$ cat src/rtl/adc_sample_store_mc.sv
// adc_sample_store_mc
//   Captures tagged ADC sequencer samples into a small slot store and exposes
//   them on an Avalon-MM style CSR port. Two capture modes:
//     SNAPSHOT : each sequence (SOP..EOP) is laid out from slot 0 upward.
//     FIFO     : ring buffer with a programmable watermark and a pop port.
//   Optional feature macro: ADC_SAMPLE_STORE_TIMESTAMP_EN (cycle-counter
//   timestamp latched on every SEQ_DONE set event, readable at 0x44).
//
// Ports
//   clock_clk, reset_sink_reset_n      clock, asynchronous active-low reset
//   response_valid/channel/data        sample beat (always accepted)
//   response_startofpacket/endofpacket sequence framing
//   csr_address/read/write/writedata   CSR access, word addressed
//   csr_readdata                       registered read data (1-cycle latency)
//   irq                                registered level interrupt
//
// Stream handshake: the response stream has no ready; a beat is consumed on
// every cycle response_valid is high. The CSR port has no waitrequest; a read
// strobe returns data on csr_readdata the next cycle and it holds until the
// next read strobe.

module adc_sample_store_mc #(
  parameter int DATA_W    = 12,
  parameter int CH_W      = 5,
  parameter int NUM_SLOTS = 64,
  parameter int RST_WM    = 32
) (
  input  logic              clock_clk,
  input  logic              reset_sink_reset_n,
  input  logic              response_valid,
  input  logic [CH_W-1:0]   response_channel,
  input  logic [DATA_W-1:0] response_data,
  input  logic              response_startofpacket,
  input  logic              response_endofpacket,
  input  logic [6:0]        csr_address,
  input  logic              csr_read,
  input  logic              csr_write,
  input  logic [31:0]       csr_writedata,
  output logic [31:0]       csr_readdata,
  output logic              irq
);

  localparam int AW = $clog2(NUM_SLOTS);
  localparam int CW = AW + 1;
  localparam logic [CW-1:0] FULL_CNT = CW'(NUM_SLOTS);

  localparam logic [6:0] A_CTRL   = 7'h40;
  localparam logic [6:0] A_STATUS = 7'h41;
  localparam logic [6:0] A_WM     = 7'h42;
  localparam logic [6:0] A_POP    = 7'h43;
  localparam logic [6:0] A_TS     = 7'h44;

  logic                     irq_en, mode, seq_done, overflow, drop_latch;
  logic [7:0]               wm;
  logic [CW-1:0]            wr_idx, fcount, count;
  logic [AW-1:0]            rd_ptr, push_idx, snap_idx, wr_addr;
  logic [NUM_SLOTS-1:0]     vld, vld_n;
  logic [DATA_W+CH_W-1:0]   mem [NUM_SLOTS];

  logic ctrl_wr, status_wr, clear, wm_hit, full, pop, pop_do;
  logic beat, snap_beat, snap_drop, snap_store;
  logic fifo_beat, fifo_store, fifo_drop, wr_en, seq_set, ovf_set;
  logic [31:0] rd_next;
  logic unused_wdata;

  assign unused_wdata = ^csr_writedata[31:8];

  function automatic logic [31:0] fmt(input logic [DATA_W+CH_W-1:0] e);
    fmt              = '0;
    fmt[DATA_W-1:0]  = e[DATA_W-1:0];
    fmt[16 +: CH_W]  = e[DATA_W +: CH_W];
    fmt[31]          = 1'b1;
  endfunction

  // A mode change restarts capture from an empty store.
  assign ctrl_wr   = csr_write && (csr_address == A_CTRL);
  assign status_wr = csr_write && (csr_address == A_STATUS);
  assign clear     = ctrl_wr && (csr_writedata[2] || (csr_writedata[1] != mode));

  assign count  = mode ? fcount : wr_idx;
  assign wm_hit = (8'(count) >= wm) && (wm != 8'd0);
  assign full   = (fcount == FULL_CNT);

  // pop drives the returned data; pop_do is the state side effect.
  assign pop    = csr_read && (csr_address == A_POP) && mode && (fcount != '0);
  assign pop_do = pop && !clear;

  assign beat       = response_valid && !clear;
  assign snap_beat  = beat && !mode;
  assign snap_drop  = snap_beat && !response_startofpacket &&
                      (drop_latch || (wr_idx == FULL_CNT));
  assign snap_store = snap_beat && !snap_drop;
  assign snap_idx   = response_startofpacket ? '0 : wr_idx[AW-1:0];

  // When full, push_idx equals rd_ptr: a simultaneous pop frees that slot.
  assign fifo_beat  = beat && mode;
  assign push_idx   = rd_ptr + fcount[AW-1:0];
  assign fifo_store = fifo_beat && (!full || pop_do);
  assign fifo_drop  = fifo_beat && full && !pop_do;

  assign wr_en   = snap_store || fifo_store;
  assign wr_addr = mode ? push_idx : snap_idx;
  assign seq_set = response_endofpacket && (snap_store || fifo_beat);
  assign ovf_set = snap_drop || fifo_drop;

  // Pop clears the head slot; a same-cycle push into that slot wins.
  always_comb begin
    vld_n = vld;
    if (pop_do) vld_n[rd_ptr]  = 1'b0;
    if (wr_en)  vld_n[wr_addr] = 1'b1;
  end

`ifdef ADC_SAMPLE_STORE_TIMESTAMP_EN
  logic [31:0] ts_cnt, ts_cap;
  always_ff @(posedge clock_clk or negedge reset_sink_reset_n) begin
    if (!reset_sink_reset_n) begin
      ts_cnt <= '0;
      ts_cap <= '0;
    end else begin
      ts_cnt <= ts_cnt + 32'd1;
      if (clear)        ts_cap <= '0;
      else if (seq_set) ts_cap <= ts_cnt;
    end
  end
`endif

  always_comb begin
    rd_next = '0;
    if (csr_address < 7'(NUM_SLOTS)) begin
      if (vld[csr_address[AW-1:0]]) rd_next = fmt(mem[csr_address[AW-1:0]]);
    end else begin
      case (csr_address)
        A_CTRL:   rd_next = {30'd0, mode, irq_en};
        A_STATUS: rd_next = {8'd0, 8'(count), 13'd0, wm_hit, overflow, seq_done};
        A_WM:     rd_next = {24'd0, wm};
        A_POP:    rd_next = pop ? fmt(mem[rd_ptr]) : 32'd0;
`ifdef ADC_SAMPLE_STORE_TIMESTAMP_EN
        A_TS:     rd_next = ts_cap;
`else
        A_TS:     rd_next = 32'd0;
`endif
        default:  rd_next = 32'd0;
      endcase
    end
  end

  // Slot payload carries no reset; the valid bits gate what is visible.
  always_ff @(posedge clock_clk) begin
    if (wr_en) mem[wr_addr] <= {response_channel, response_data};
  end

  always_ff @(posedge clock_clk or negedge reset_sink_reset_n) begin
    if (!reset_sink_reset_n) begin
      csr_readdata <= '0;
      irq          <= 1'b0;
      irq_en       <= 1'b0;
      mode         <= 1'b0;
      wm           <= 8'(RST_WM);
      seq_done     <= 1'b0;
      overflow     <= 1'b0;
      drop_latch   <= 1'b0;
      wr_idx       <= '0;
      fcount       <= '0;
      rd_ptr       <= '0;
      vld          <= '0;
    end else begin
      if (csr_read) csr_readdata <= rd_next;
      irq <= irq_en & (seq_done | overflow | (mode & wm_hit));

      if (ctrl_wr) begin
        irq_en <= csr_writedata[0];
        mode   <= csr_writedata[1];
      end
      if (csr_write && (csr_address == A_WM)) wm <= csr_writedata[7:0];

      if (clear) begin
        seq_done   <= 1'b0;
        overflow   <= 1'b0;
        drop_latch <= 1'b0;
        wr_idx     <= '0;
        fcount     <= '0;
        rd_ptr     <= '0;
        vld        <= '0;
      end else begin
        // Flag set has priority over a same-cycle write-1-to-clear.
        if (seq_set)                              seq_done <= 1'b1;
        else if (status_wr && csr_writedata[0])   seq_done <= 1'b0;
        if (ovf_set)                              overflow <= 1'b1;
        else if (status_wr && csr_writedata[1])   overflow <= 1'b0;

        if (snap_beat && response_startofpacket) drop_latch <= 1'b0;
        else if (snap_drop)                      drop_latch <= 1'b1;

        if (snap_store)
          wr_idx <= response_startofpacket ? CW'(1) : wr_idx + CW'(1);

        if (pop_do) rd_ptr <= rd_ptr + AW'(1);
        case ({fifo_store, pop_do})
          2'b10:   fcount <= fcount + CW'(1);
          2'b01:   fcount <= fcount - CW'(1);
          default: fcount <= fcount;
        endcase

        vld <= vld_n;
      end
    end
  end

endmodule

$ cat config.mk
export PLATFORM = sky130hd
export DESIGN_NAME = adc_sample_store_mc
export DESIGN_NICKNAME = d
export VERILOG_FILES = /design/src/rtl/adc_sample_store_mc.sv
export SDC_FILE = /design/constraint.sdc
export NUM_CORES = 2
export LEC_CHECK = 0
export CAP_MARGIN = 20
export CORE_UTILIZATION = 55
export CTS_CLUSTER_SIZE = 24
export DETAILED_ROUTE_END_ITERATION = 8
export HOLD_SLACK_MARGIN = 0.05
export PLACE_DENSITY = 0.72
export SLEW_MARGIN = 20
export SYNTH_ARGS = -nofsm -noshare
export SYNTH_HDL_FRONTEND = slang
export SYNTH_SLANG_ARGS = --single-unit
$ cat constraint.sdc
create_clock -name clock_clk -period 4.41 [get_ports clock_clk]
set_clock_uncertainty 0.05 [all_clocks]
set_input_delay 0.882 -clock clock_clk [delete_from_list [all_inputs] [get_ports clock_clk]]
set_output_delay 0.882 -clock clock_clk [all_outputs]
set_load 0.1 [all_outputs]
==> results.md <==
- Area post-placement: 58700 µm²
- Setup TNS: 0 ns
- First-pass GRT wire length: 272000 µm
- CTS Buf Count: 121
- Crit-path max FO: 37
- Critical path startpoint category: flop
- Commonest cells after routing, fill and taps aside: edfxtp_1 (1088), a22oi_1 (328), mux4_2 (275), buf_4 (247), nand2_1 (139)
- Antenna violations before repair: 6
- Flop2flop setup slack: 0.51 ns
- Worst-margin pin slew: 1.13 ns
- Post-Synthesis Cell Area: 55600 µm²
- Hold-fix buffers, CTS: 0
- Layout cell share with drive strength beyond 1: 21.7%
- Mapped Avg Cell Area: 15.9 µm²
- Crit. End Element: flop
- Site Rows: 116
- DRT antenna net count: 0
- Commonest non-fill, non-tap cell in the layout: edfxtp_1
- Post-detail-place hpwl: 124000 µm
- Max cap viols: 0
- Worst hold path type: input pin to asynchronous set/reset pin
- CP Cell Sequence: buf_4 > nor3b_4 > buf_12 > a221oi_1 > a31oi_1 > buf_4 > nor4_1 > a31oi_1 > o32a_1
- Top FF cell, synth: edfxtp_1
- Initial core utilization: 55.5%
- GRT Overall Usage: 37.6%
- Slowest cell delay on critical path: 0.94 ns
- Io pins: 96
- Clock network latency to the later pin of the worst-skew pair: 0.75 ns
- Final setup fails: 0
- Ys async rst share: 9.78%
- Power per cell area: 408 nW/µm²
- Setup repair bufs after CTS: 0
- Seq cells post-synth: 1206
- DRT iter0 DRCs: 6942
- P&R area growth vs syn: 12.8%
- DRC: 0
- H-tree depth: 3
- Placed cells: 4846
- Power, Total: 0.0256 W
- Synth unique cells: 84
- Sequential area share after synthesis: 64.1%
- Core area: 100000 µm²
- FF-to-FF path depth: 9
- Required time worst endpoint: 4.98 ns
- Die Y: 320 µm
- Fmax: 0.256 GHz
- Number of synthesized flops with an enable pin: 1088
- Synth Warn #: 0
- Mapped Cells: 3500
- Overall routed net length: 193000 µm
- R2r endpoint: csr_readdata[17]
- Non-Filler Instances: 5078
- Die footprint: 102000 µm²
- Count of input and output buffers: 59
- CTS root buffer: clkbuf_16
- Slew headroom: 24.2%
- Total congestion overflow: 0
- Worst vdd ir: 0.000336 V
- Routed vias/inst: 7.64
- Die width: 320 µm
- RePlAce Congestion: 1.03
- R2R Path Start: rd_ptr[1]
- CP max stage cell: nor4_1
- Nets: 3752
- Period utilisation layout: 88.4%
- Wire per inst: 38.0 µm
- Hold violation count in the final report: 0
- Crit path DAT: 4.47 ns
- Reg clk slew, reported paths: 0.07 ns
- Max-slew violation count: 0
- First-pass DRT Iterations: 7
- Post-Layout Inst Area: 62800 µm²
- Critical path class: flop to flop
- CTS Buffer Depth: 3
- Leakage: 21.2 nW
- Status: complete, no violations
- DR vias: 38.8k
- Number of global-route vias before repair: 37.6k
- Tmin final: 3.90 ns
- Largest net degree at the start of global routing: 83
- RSZ-0062 raised after global routing: no
- CTS sink cnt: 1206
- CTS tree: yes
- Post-cts resize count: 0
critical path, delay by kind of cell (launching register included):
| family | cells | cell delay, ns |
|---|---|---|
| AND/OR/NAND/NOR | 2 | 1.03 |
| flip-flops | 1 | 0.79 |
| AO/OA/AOI/OAI | 4 | 1.10 |
| buffers and inverters | 3 | 0.79 |
per-layer routing:
metal  global-route usage (%)  part of all wire (%)
met1                     47.6                    32
met3                     11.2                    15
met2                     55.3                    44
met4                     27.2                   9.1
met5                        0                 0.048
per-stage QoR:
stage / setup slack, ns / utilization [%] / hold slack (ns)
2_1_floorplan: 0.853 / - / 0.430
3_3_place_gp: 0.294 / 58.7 / 0.426
3_5_place_dp: 0.272 / 58.7 / 0.426
4_1_cts: 0.672 / 62.6 / 0.103
5_1_grt: 0.483 / 62.6 / 0.133
6_report: 0.510 / 62.7 / 0.0983
state kept, by name, indices dropped and copies added (netlist names):
name / flops
irq_en: 1
wr_idx: 7
vld: 64
mode: 1
mem: 1088
fcount: 7
overflow: 1
drop_latch: 1
irq: 1
csr_readdata: 20
rd_ptr: 6
wm: 8
seq_done: 1
cell type report:
cell class | instances | area [µm²]
fillers | 7079 | 37400
flip-flops and latches | 1206 | 35600
multi-input cells | 1924 | 18200
clock buffers | 155 | 3200
repair buffers | 330 | 2970
well taps | 1298 | 1620
clock inverters | 69 | 776
inverters | 88 | 333
diodes | 8 | 20.0
worst max-delay path by stage:
stage / endpoint / cells after the start / slack, ns / start
floorplan: mem[22][0] / 13 / 0.85 / rd_ptr[1]
global placement: fcount[6] / 13 / 0.29 / csr_address[6]
detailed placement: fcount[6] / 13 / 0.27 / csr_address[6]
CTS: csr_readdata[16] / 8 / 0.67 / rd_ptr[1]
global route: mem[50][16] / 12 / 0.48 / rd_ptr[0]
finish: csr_readdata[17] / 9 / 0.51 / rd_ptr[1]
cells by family (layout without fill, tap and decap cells):
kind of cell               after synthesis  count (layout)  synth area share (%)
other                                    1              20               0.00674
adders and majority gates               18              18                 0.418
muxes                                  447             447                  15.4
DFF                                   1206            1206                  64.1
buffers and inverters                  381             642                  3.36
and+or+nand+nor                        450             450                  3.98
AOI/OAI and AO/OA                      988             988                  12.7
xor gates and xnor gates                 9               9                 0.142
Yosys cell counts, types with 9 or more instances:
cell      instances  area [µm²]
mux4_2          275        6190
a31oi_1          90         563
nor3_1           11        55.1
mux2i_1          98         981
o21ai_0         127         636
a21oi_1         110         551
buf_6            13         146
o221ai_1         14         123
a21o_1            9        67.6
nand2_1         139         522
inv_1            83         312
mux4_1           36         946
nand3_1          94         470
nor2_1           77         289
nand2b_1         10        62.6
a222oi_1         11         110
buf_4            33         248
mux2_2           38         428
edfxtp_1       1088       32700
a211oi_1          9        67.6
and3_1           16         100
nand4_1          23         144
nor2b_1          19         119
ha_1             17         213
a22oi_1         328        2460
a22o_1           67         587
buf_2            89         445
nor4_1           12        75.1
o32a_1           11         110
dfrtp_1         117        2930
o22ai_1          37         231
clkbuf_1        108         405
a221oi_1         75         657
a41oi_1          30         263
buf_1            43         161
where the power goes:
group / switching, W / internal, W
logic: 0.00160 / 0.000843
registers: 0.000151 / 0.0126
clock network: 0.00439 / 0.00598
(Power assumes the default switching activity.)
